$ cat src/rtl/if_stage.sv
// rtl/if_stage.sv - P5 MIPS fetch stage: PC register, next-PC select and IF/ID register
module if_stage #(
    parameter logic [31:0] PC_RESET = 32'h0000_3000,
    parameter logic [31:0] IM_BASE  = 32'h0000_3000,
    parameter int          IM_WORDS = 4096
) (
    input  logic        clk,
    input  logic        reset,
    input  logic        stall,
    input  logic        flush,
    input  logic [1:0]  npc_sel,
    input  logic        br_taken,
    input  logic [15:0] imm16_d,
    input  logic [25:0] index26_d,
    input  logic [31:0] jr_target,
    input  logic [31:0] instr_f,
    output logic [31:0] pc_f,
    output logic [31:0] instr_d,
    output logic [31:0] pc_d,
    output logic        valid_d,
    output logic        adel_d
);

    localparam logic [32:0] IM_SPAN = 33'(IM_WORDS) << 2;

    logic [31:0] seq_pc;
    logic [31:0] pc_d4;
    logic [31:0] br_target;
    logic [31:0] j_target;
    logic [31:0] next_pc;
    logic [32:0] im_off;
    logic        fetch_fault;

    always_comb begin
        seq_pc    = pc_f + 32'd4;
        pc_d4     = pc_d + 32'd4;
        br_target = pc_d4 + {{14{imm16_d[15]}}, imm16_d, 2'b00};
        j_target  = {pc_d4[31:28], index26_d, 2'b00};
        case (npc_sel)
            2'b01:   next_pc = br_taken ? br_target : seq_pc;
            2'b10:   next_pc = j_target;
            2'b11:   next_pc = jr_target;
            default: next_pc = seq_pc;
        endcase
        // 33-bit difference: addresses below IM_BASE go negative and land above the span
        im_off      = {1'b0, pc_f} - {1'b0, IM_BASE};
        fetch_fault = (pc_f[1:0] != 2'b00) || (im_off >= IM_SPAN);
    end

    always_ff @(posedge clk or posedge reset) begin
        if (reset) begin
            pc_f <= PC_RESET;
        end else if (!stall) begin
            pc_f <= next_pc;
        end
    end

    always_ff @(posedge clk or posedge reset) begin
        if (reset) begin
            instr_d <= 32'd0;
            pc_d    <= 32'd0;
            valid_d <= 1'b0;
            adel_d  <= 1'b0;
        end else if (flush) begin
            instr_d <= 32'd0;
            pc_d    <= 32'd0;
            valid_d <= 1'b0;
            adel_d  <= 1'b0;
        end else if (!stall) begin
            pc_d    <= pc_f;
            valid_d <= 1'b1;
            adel_d  <= fetch_fault;
            instr_d <= fetch_fault ? 32'd0 : instr_f;
        end
    end

endmodule
$ cat config.mk
export PLATFORM = sky130hd
export DESIGN_NAME = if_stage
export DESIGN_NICKNAME = d
export VERILOG_FILES = /design/src/rtl/if_stage.sv
export SDC_FILE = /design/constraint.sdc
export NUM_CORES = 1
export LEC_CHECK = 0
export CAP_MARGIN = 40
export CORE_MARGIN = 4
export CORE_UTILIZATION = 49
export CTS_BUF_LIST = sky130_fd_sc_hd__clkbuf_16
export CTS_CLUSTER_SIZE = 24
export DETAILED_ROUTE_END_ITERATION = 12
export PLACE_DENSITY = 0.82
export SETUP_SLACK_MARGIN = 0.2
export SYNTH_ARGS = -nofsm -noshare
export SYNTH_HDL_FRONTEND = slang
export SYNTH_SLANG_ARGS = --single-unit
$ cat constraint.sdc
create_clock -name clk -period 4.3 [get_ports clk]
set_input_delay 0.86 -clock clk [delete_from_list [all_inputs] [get_ports clk]]
set_output_delay 0.86 -clock clk [all_outputs]
set_load 0.02 [all_outputs]
==> results.toml, run 1 <==
[run_status]
status = "finished, final reports clean"

[timing]
slew_viol_final = 0
clock.fmax_mhz = 257
whs_ns = 0.508
clock_skew_ns = 0.0103
layout_setup_ws_ns = 0.406
layout_min_cycle_time_ns = 3.89
period_share_pct = 90.6
setup_viol = 0
hold_violations = 0
tns_ns = 0
tightest_slew_ns = 0.803
rsz0062_at_grt = "no"
relSlewSlack_pct = 46.0

[route]
drt_iter0_markers = 761
wl_per_cell_um = 20.9
routed_via_density = 6.18
detail-route-antenna-nets = 0
wirelength_mm = 25.6
vias = 7576
dr.pass1.iters = 5
drc = 0

[clocking]
clockBufferDepth = 2
cts_made_buffers = 9
cts_sinks = 98
cts_tree = "yes"
clk_transition_reported_paths_ns = 0.08
cts.htree.levels = 3
clockRootBuffer = "clkbuf_16"
cts_hold_buf = 0
clk_latency_ns = 0.36

[critical_path]
crit_required_ns = 4.59
critPathMaxFanout = 7
start_kind = "flop"
r2r_end = "pc_f[29]$_DFFE_PP0N_"
r2r_slack_ns = 0.41
end_kind = "flop"
arrival_ns = 4.19
crit_type = "flop to flop"
reg2reg_from = "pc_d[2]$_DFFE_PP0P_"
reg2reg_depth = 17

[global_route]
grt_max_degree = 56
gr-total-overflow = 0
top_usage_layer = "met2"
grt_util_met2_pct = 47.3
grt_pass1_wl_mm = 39.1
grt_use_total_pct = 30.0
grt_pass1_vias = 7233
antenna_found_initial = 0
grt_use_met3_pct = 8.64
grt_use_met1_pct = 40.7

[placed_design]
dp_hpwl_mm = 19.3
numPortBuffers = 210
preCtsSetupSlack_ns = 0.336
placed_area_um2 = 9630
place_congestion = 0.994

[logic_synthesis]
syn_avg_cell_area_um2 = 8.74
ys.flop_type = "dfrtp_1"
synth_top_area_cell = "dfrtp_1"
synth_edf_count = 0
ys_seq_elements = 98
syn_nets = 983
ys_async_sr_fraction_pct = 100
yosys.cell_types.count = 68
syn-instance-count = 832
synth_area_um2 = 7270
ys_warn_count = 0
yosysSeqAreaShare_pct = 33.8
synth_top_area_share_pct = 33.0
ys_top_cells_by_area = "dfrtp_1, ha_1, mux2i_1, xnor2_1, a22o_1"

[floorplan]
rows = 44
start_util_pct = 50.0
die_w_um = 130
fp.dieH_um = 130
pin_count = 211
die_area_um2 = 16800
design.core.area_um2 = 14500

[cells_and_area]
layout_commonest_cell = "clkdlybuf4s50_1"
drive_above_1_share_pct = 7.78
antenna_cells = 0
final_cell_mix = "clkdlybuf4s50_1, dfrtp_1, nor2_1"
finalInstanceArea_um2 = 9980
nNetsFinal = 1187
syn2layout_area_growth_pct = 37.3

[worst_hold_path]
hold_path_class = "flop to flop"
hold_start = "instr_d[17]$_DFFE_PP0P_"
min_path_cells = 1
hold-path-endpoint = "instr_d[17]$_DFFE_PP0P_"

[power_and_ir_drop]
ir_drop_uv = 179
power_mw = 3.01
p_per_area_nw_per_um2 = 302
p_leak_nw = 4.32

[job]
maxCapViolations = 0
cell type report:
class                   instances  area, um^2
clock buffers                   9         225
clock inverters                 7        70.1
fillers                      1190        4550
inverters                      26         100
multi-input cells             665        4580
flip-flops and latches         98        2460
well taps                     184         230
repair buffers                236        2320
state kept, by name, indices dropped and copies added, names as in the netlist:
name	flops
instr_d	32
valid_d	1
adel_d	1
pc_d	32
pc_f	32
worst max path at each step:
stage / slack [ns] / start / endpoint
after global placement: 0.46 / pc_d[2]$_DFFE_PP0P_ / pc_f[29]$_DFFE_PP0N_
final: 0.41 / pc_d[2]$_DFFE_PP0P_ / pc_f[29]$_DFFE_PP0N_
after detailed placement: 0.34 / pc_d[2]$_DFFE_PP0P_ / pc_f[29]$_DFFE_PP0N_
after CTS: 0.31 / pc_d[2]$_DFFE_PP0P_ / pc_f[29]$_DFFE_PP0N_
after global routing: 0.20 / pc_d[2]$_DFFE_PP0P_ / pc_f[29]$_DFFE_PP0N_
after floorplan: 0.56 / pc_d[2]$_DFFE_PP0P_ / pc_f[29]$_DFFE_PP0N_
layer usage:
layer  routed length, um  up-vias
met3                2880       59
met5                   0        -
li1                    -     3494
met4                 609        0
met2               11500      432
met1               10600     3591
worst max-delay path, stage by stage (launching register included):
cell and delay, ns:
dfrtp_2 0.44, ha_4 0.18, nand4_1 0.24, nor3_2 0.24
buf_4 0.15, nand2_1 0.16, nor2_1 0.18, nand3_1 0.11
xnor2_1 0.18, ha_1 0.35, nand2_1 0.10, or3_1 0.36
a2bb2oi_1 0.18, nor2b_1 0.18, a21oi_2 0.16, o2111ai_1 0.15
a2111o_1 0.39, nand3_1 0.09
where the power goes:
part,internal (mW),total (mW),leakage [nW],switching [mW]
Sequential,0.997,1.16,1.28,0.166
Combinational,0.486,1.02,2.90,0.534
Clock,0.410,0.828,0.142,0.418
synthesized netlist by cell type, drive strengths merged (6+ instances only):
library cell  number
xor2              24
xnor2             37
nand3             43
buf               10
nor3              22
nor2b              7
o221ai            12
mux2i             42
mux2              15
inv               26
a22o              34
a31oi             10
a21oi             46
dfrtp             96
nand2             64
and3              13
nand4             15
nor2              79
or3                6
clkbuf            33
o21ai             46
ha                37
nor4              16
a21o              14
timing repair:
item,in CTS,in global routing
resized for setup,0,9
buffers inserted,0,3
setup endpoints to repair,0,4
stage by stage:
| step | cells | utilization [%] |
|---|---|---|
| 4_1_cts | 1222 | 68.3 |
| 3_5_place_dp | 1206 | 66.3 |
| 5_1_grt | 1225 | 68.7 |
| 3_3_place_gp | 1205 | 66.1 |
| 2_1_floorplan | 832 | - |
| 6_report | 1225 | 68.7 |
logic make-up after synthesis:
kind of cell	Yosys count	share of synthesized area, %
fa+ha+maj	38	6.64
mux	57	8.11
flops	98	33.8
buf+inv	69	3.75
simple gates	291	19.8
compound gates	218	20.6
xor+xnor	61	7.35
No activity file was read; power rests on OpenSTA's default activity.
==> inputs of run 2 (changes only) <==
--- a/config.mk
+++ b/config.mk
@@ -11,8 +11,10 @@
 export CTS_BUF_LIST = sky130_fd_sc_hd__clkbuf_16
 export CTS_CLUSTER_SIZE = 24
 export DETAILED_ROUTE_END_ITERATION = 12
+export HOLD_SLACK_MARGIN = 0.05
 export PLACE_DENSITY = 0.82
 export SETUP_SLACK_MARGIN = 0.2
+export SKIP_LAST_GASP = 1
 export SYNTH_ARGS = -nofsm -noshare
 export SYNTH_HDL_FRONTEND = slang
 export SYNTH_SLANG_ARGS = --single-unit
==> results of run 2 <==
Same layout as run 1: the final DEF is identical, and so are final timing and power.
==> inputs of run 3 (changes only) <==
--- a/config.mk
+++ b/config.mk
@@ -12,6 +12,7 @@
 export CTS_CLUSTER_SIZE = 24
 export DETAILED_ROUTE_END_ITERATION = 12
 export HOLD_SLACK_MARGIN = 0.05
+export MAX_ROUTING_LAYER = met4
 export PLACE_DENSITY = 0.82
 export SETUP_SLACK_MARGIN = 0.2
 export SKIP_LAST_GASP = 1
==> run 3 against run 2 <==
  * Flip-flop and latch count unchanged
  * Non-clock buffer count decreased by 3
  * Combinational power about the same
  * Global-route usage increased by 1.3 points
  * Count of clock-buffer cells in the layout unchanged
  * Critical path type unchanged
==> results.toml, run 3 (synthesis gave the netlist of run 1 again) <==
[run_status]
status = "finished, final reports clean"

[route]
wl_per_cell_um = 21.1
drt_iter0_markers = 808
detail-route-antenna-nets = 0
routed_via_density = 6.21
drc = 0
vias = 7593
wirelength_mm = 25.8
dr.pass1.iters = 5

[power_and_ir_drop]
ir_drop_uv = 213
p_leak_nw = 4.30
p_per_area_nw_per_um2 = 301

[global_route]
antenna_found_initial = 0
grt_use_total_pct = 31.2
grt_max_degree = 56
grt_pass1_vias = 7327
gr-total-overflow = 0
grt_pass1_wl_mm = 39.6

[critical_path]
critPathTopFamily = "simple AND/OR/NAND/NOR gates"
startpoint = "pc_d[2]$_DFFE_PP0P_"
critPathMaxFanout = 7
r2r_slack_ns = 0.42
crit_required_ns = 4.60
arrival_ns = 4.19
cpPeakStageDelay_ns = 0.45
crit_type = "flop to flop"
r2r_end = "pc_f[29]$_DFFE_PP0N_"
end_kind = "flop"
start_kind = "flop"
crit_path_frequent_cell = "nand4_1"
slowest_stage = "dfrtp_2"
reg2reg_from = "pc_d[2]$_DFFE_PP0P_"
path_buf_inv = 1
worstPathCellList = "ha_4, nand4_1, nor3_2, buf_4, nand2_1, nor2_1, xnor2_1, ha_1, nand4_1, or3_1, a2bb2oi_1, nor2b_1, a21oi_2, o2111ai_1, a2111o_1, nand3_1"
reg2reg_depth = 16

[floorplan]
design.core.area_um2 = 14500
die_area_um2 = 16800
start_util_pct = 50.0
rows = 44
pin_count = 211
fp.dieH_um = 130
die_w_um = 130

[worst_hold_path]
hold-path-endpoint = "instr_d[4]$_DFFE_PP0P_"
min_path_cells = 1
hold_start = "instr_d[4]$_DFFE_PP0P_"
hold_path_class = "flop to flop"

[timing]
setup_viol = 0
tightest_slew_ns = 0.856
slew_viol_final = 0
rsz0062_at_grt = "no"
tns_ns = 0
clock_skew_ns = 0.00912
relSlewSlack_pct = 42.4
layout_min_cycle_time_ns = 3.88
clock.fmax_mhz = 258
period_share_pct = 90.3
hold_violations = 0

[cells_and_area]
fill_cells = 1233
largestRegisters = "instr_d (32), pc_d (32), pc_f (32)"
syn2layout_area_growth_pct = 36.6
multi_input_area_um2 = 4570
nNetsFinal = 1184
drive_above_1_share_pct = 7.42
final_cell_mix = "clkdlybuf4s50_1, dfrtp_1, nor2_1"
antenna_cells = 0
stdcell_count = 1222
seqCellArea_um2 = 2460
layout_commonest_cell = "clkdlybuf4s50_1"

[clocking]
clockBufferDepth = 2
cts_made_buffers = 9
clk_latency_ns = 0.36
clk_transition_reported_paths_ns = 0.08
cts.htree.levels = 3
cts_tree = "yes"
cts_sinks = 98
clockRootBuffer = "clkbuf_16"
cts_hold_buf = 0

[placed_design]
dp_hpwl_mm = 19.7
place_congestion = 1.01
numPortBuffers = 210
placed_cells = 1204

[job]
maxCapViolations = 0
-- run 3: what timing repair did --
action	4_1_cts	5_1_grt
setup buffers	0	2
gates resized for setup	0	8
endpoints found under the setup margin	0	6
-- run 3: power breakdown --
part,switching [mW],total [mW],internal [mW]
combinational,0.533,1.01,0.480
clock,0.410,0.814,0.405
sequential,0.164,1.16,0.997
-- run 3: metrics by stage --
step | hold slack [ns] | utilization [%] | power, mW | area [um^2] | worst slack (ns)
2_1_floorplan | 0.571 | - | 1.71 | 7270 | 0.558
3_3_place_gp | 0.487 | 66.0 | 2.16 | 9600 | 0.370
3_5_place_dp | 0.491 | 66.0 | 2.17 | 9600 | 0.278
4_1_cts | 0.511 | 68.0 | 2.98 | 9890 | 0.261
5_1_grt | 0.524 | 68.3 | 3.12 | 9930 | 0.226
6_report | 0.509 | 68.3 | 2.99 | 9930 | 0.417
-- run 3: area by class of cell --
type | count | area share (%)
clock buffers | 9 | 2.27
flip-flops and latches | 98 | 24.8
well taps | 184 | 2.32
multi-input cells | 665 | 46.1
repair buffers | 233 | 23.0
inverters | 26 | 1.01
clock inverters | 7 | 0.618
-- run 3: worst max-delay path by stage --
stage               cells past startpoint  slack, ns                    to
floorplan                              16       0.56  pc_f[29]$_DFFE_PP0N_
global placement                       17       0.37  pc_f[29]$_DFFE_PP0N_
detailed placement                     16       0.28  pc_f[29]$_DFFE_PP0N_
CTS                                    16       0.26  pc_f[29]$_DFFE_PP0N_
global route                           17       0.23  pc_f[29]$_DFFE_PP0N_
finish                                 16       0.42  pc_f[29]$_DFFE_PP0N_
-- run 3: layer usage --
metal,routed length [um],global-route usage (%),up-vias
li1,-,-,3478
met1,11000,42.6,3627
met2,11800,48.1,438
met3,2460,4.79,50
met4,646,9.78,0
met5,0,-,-
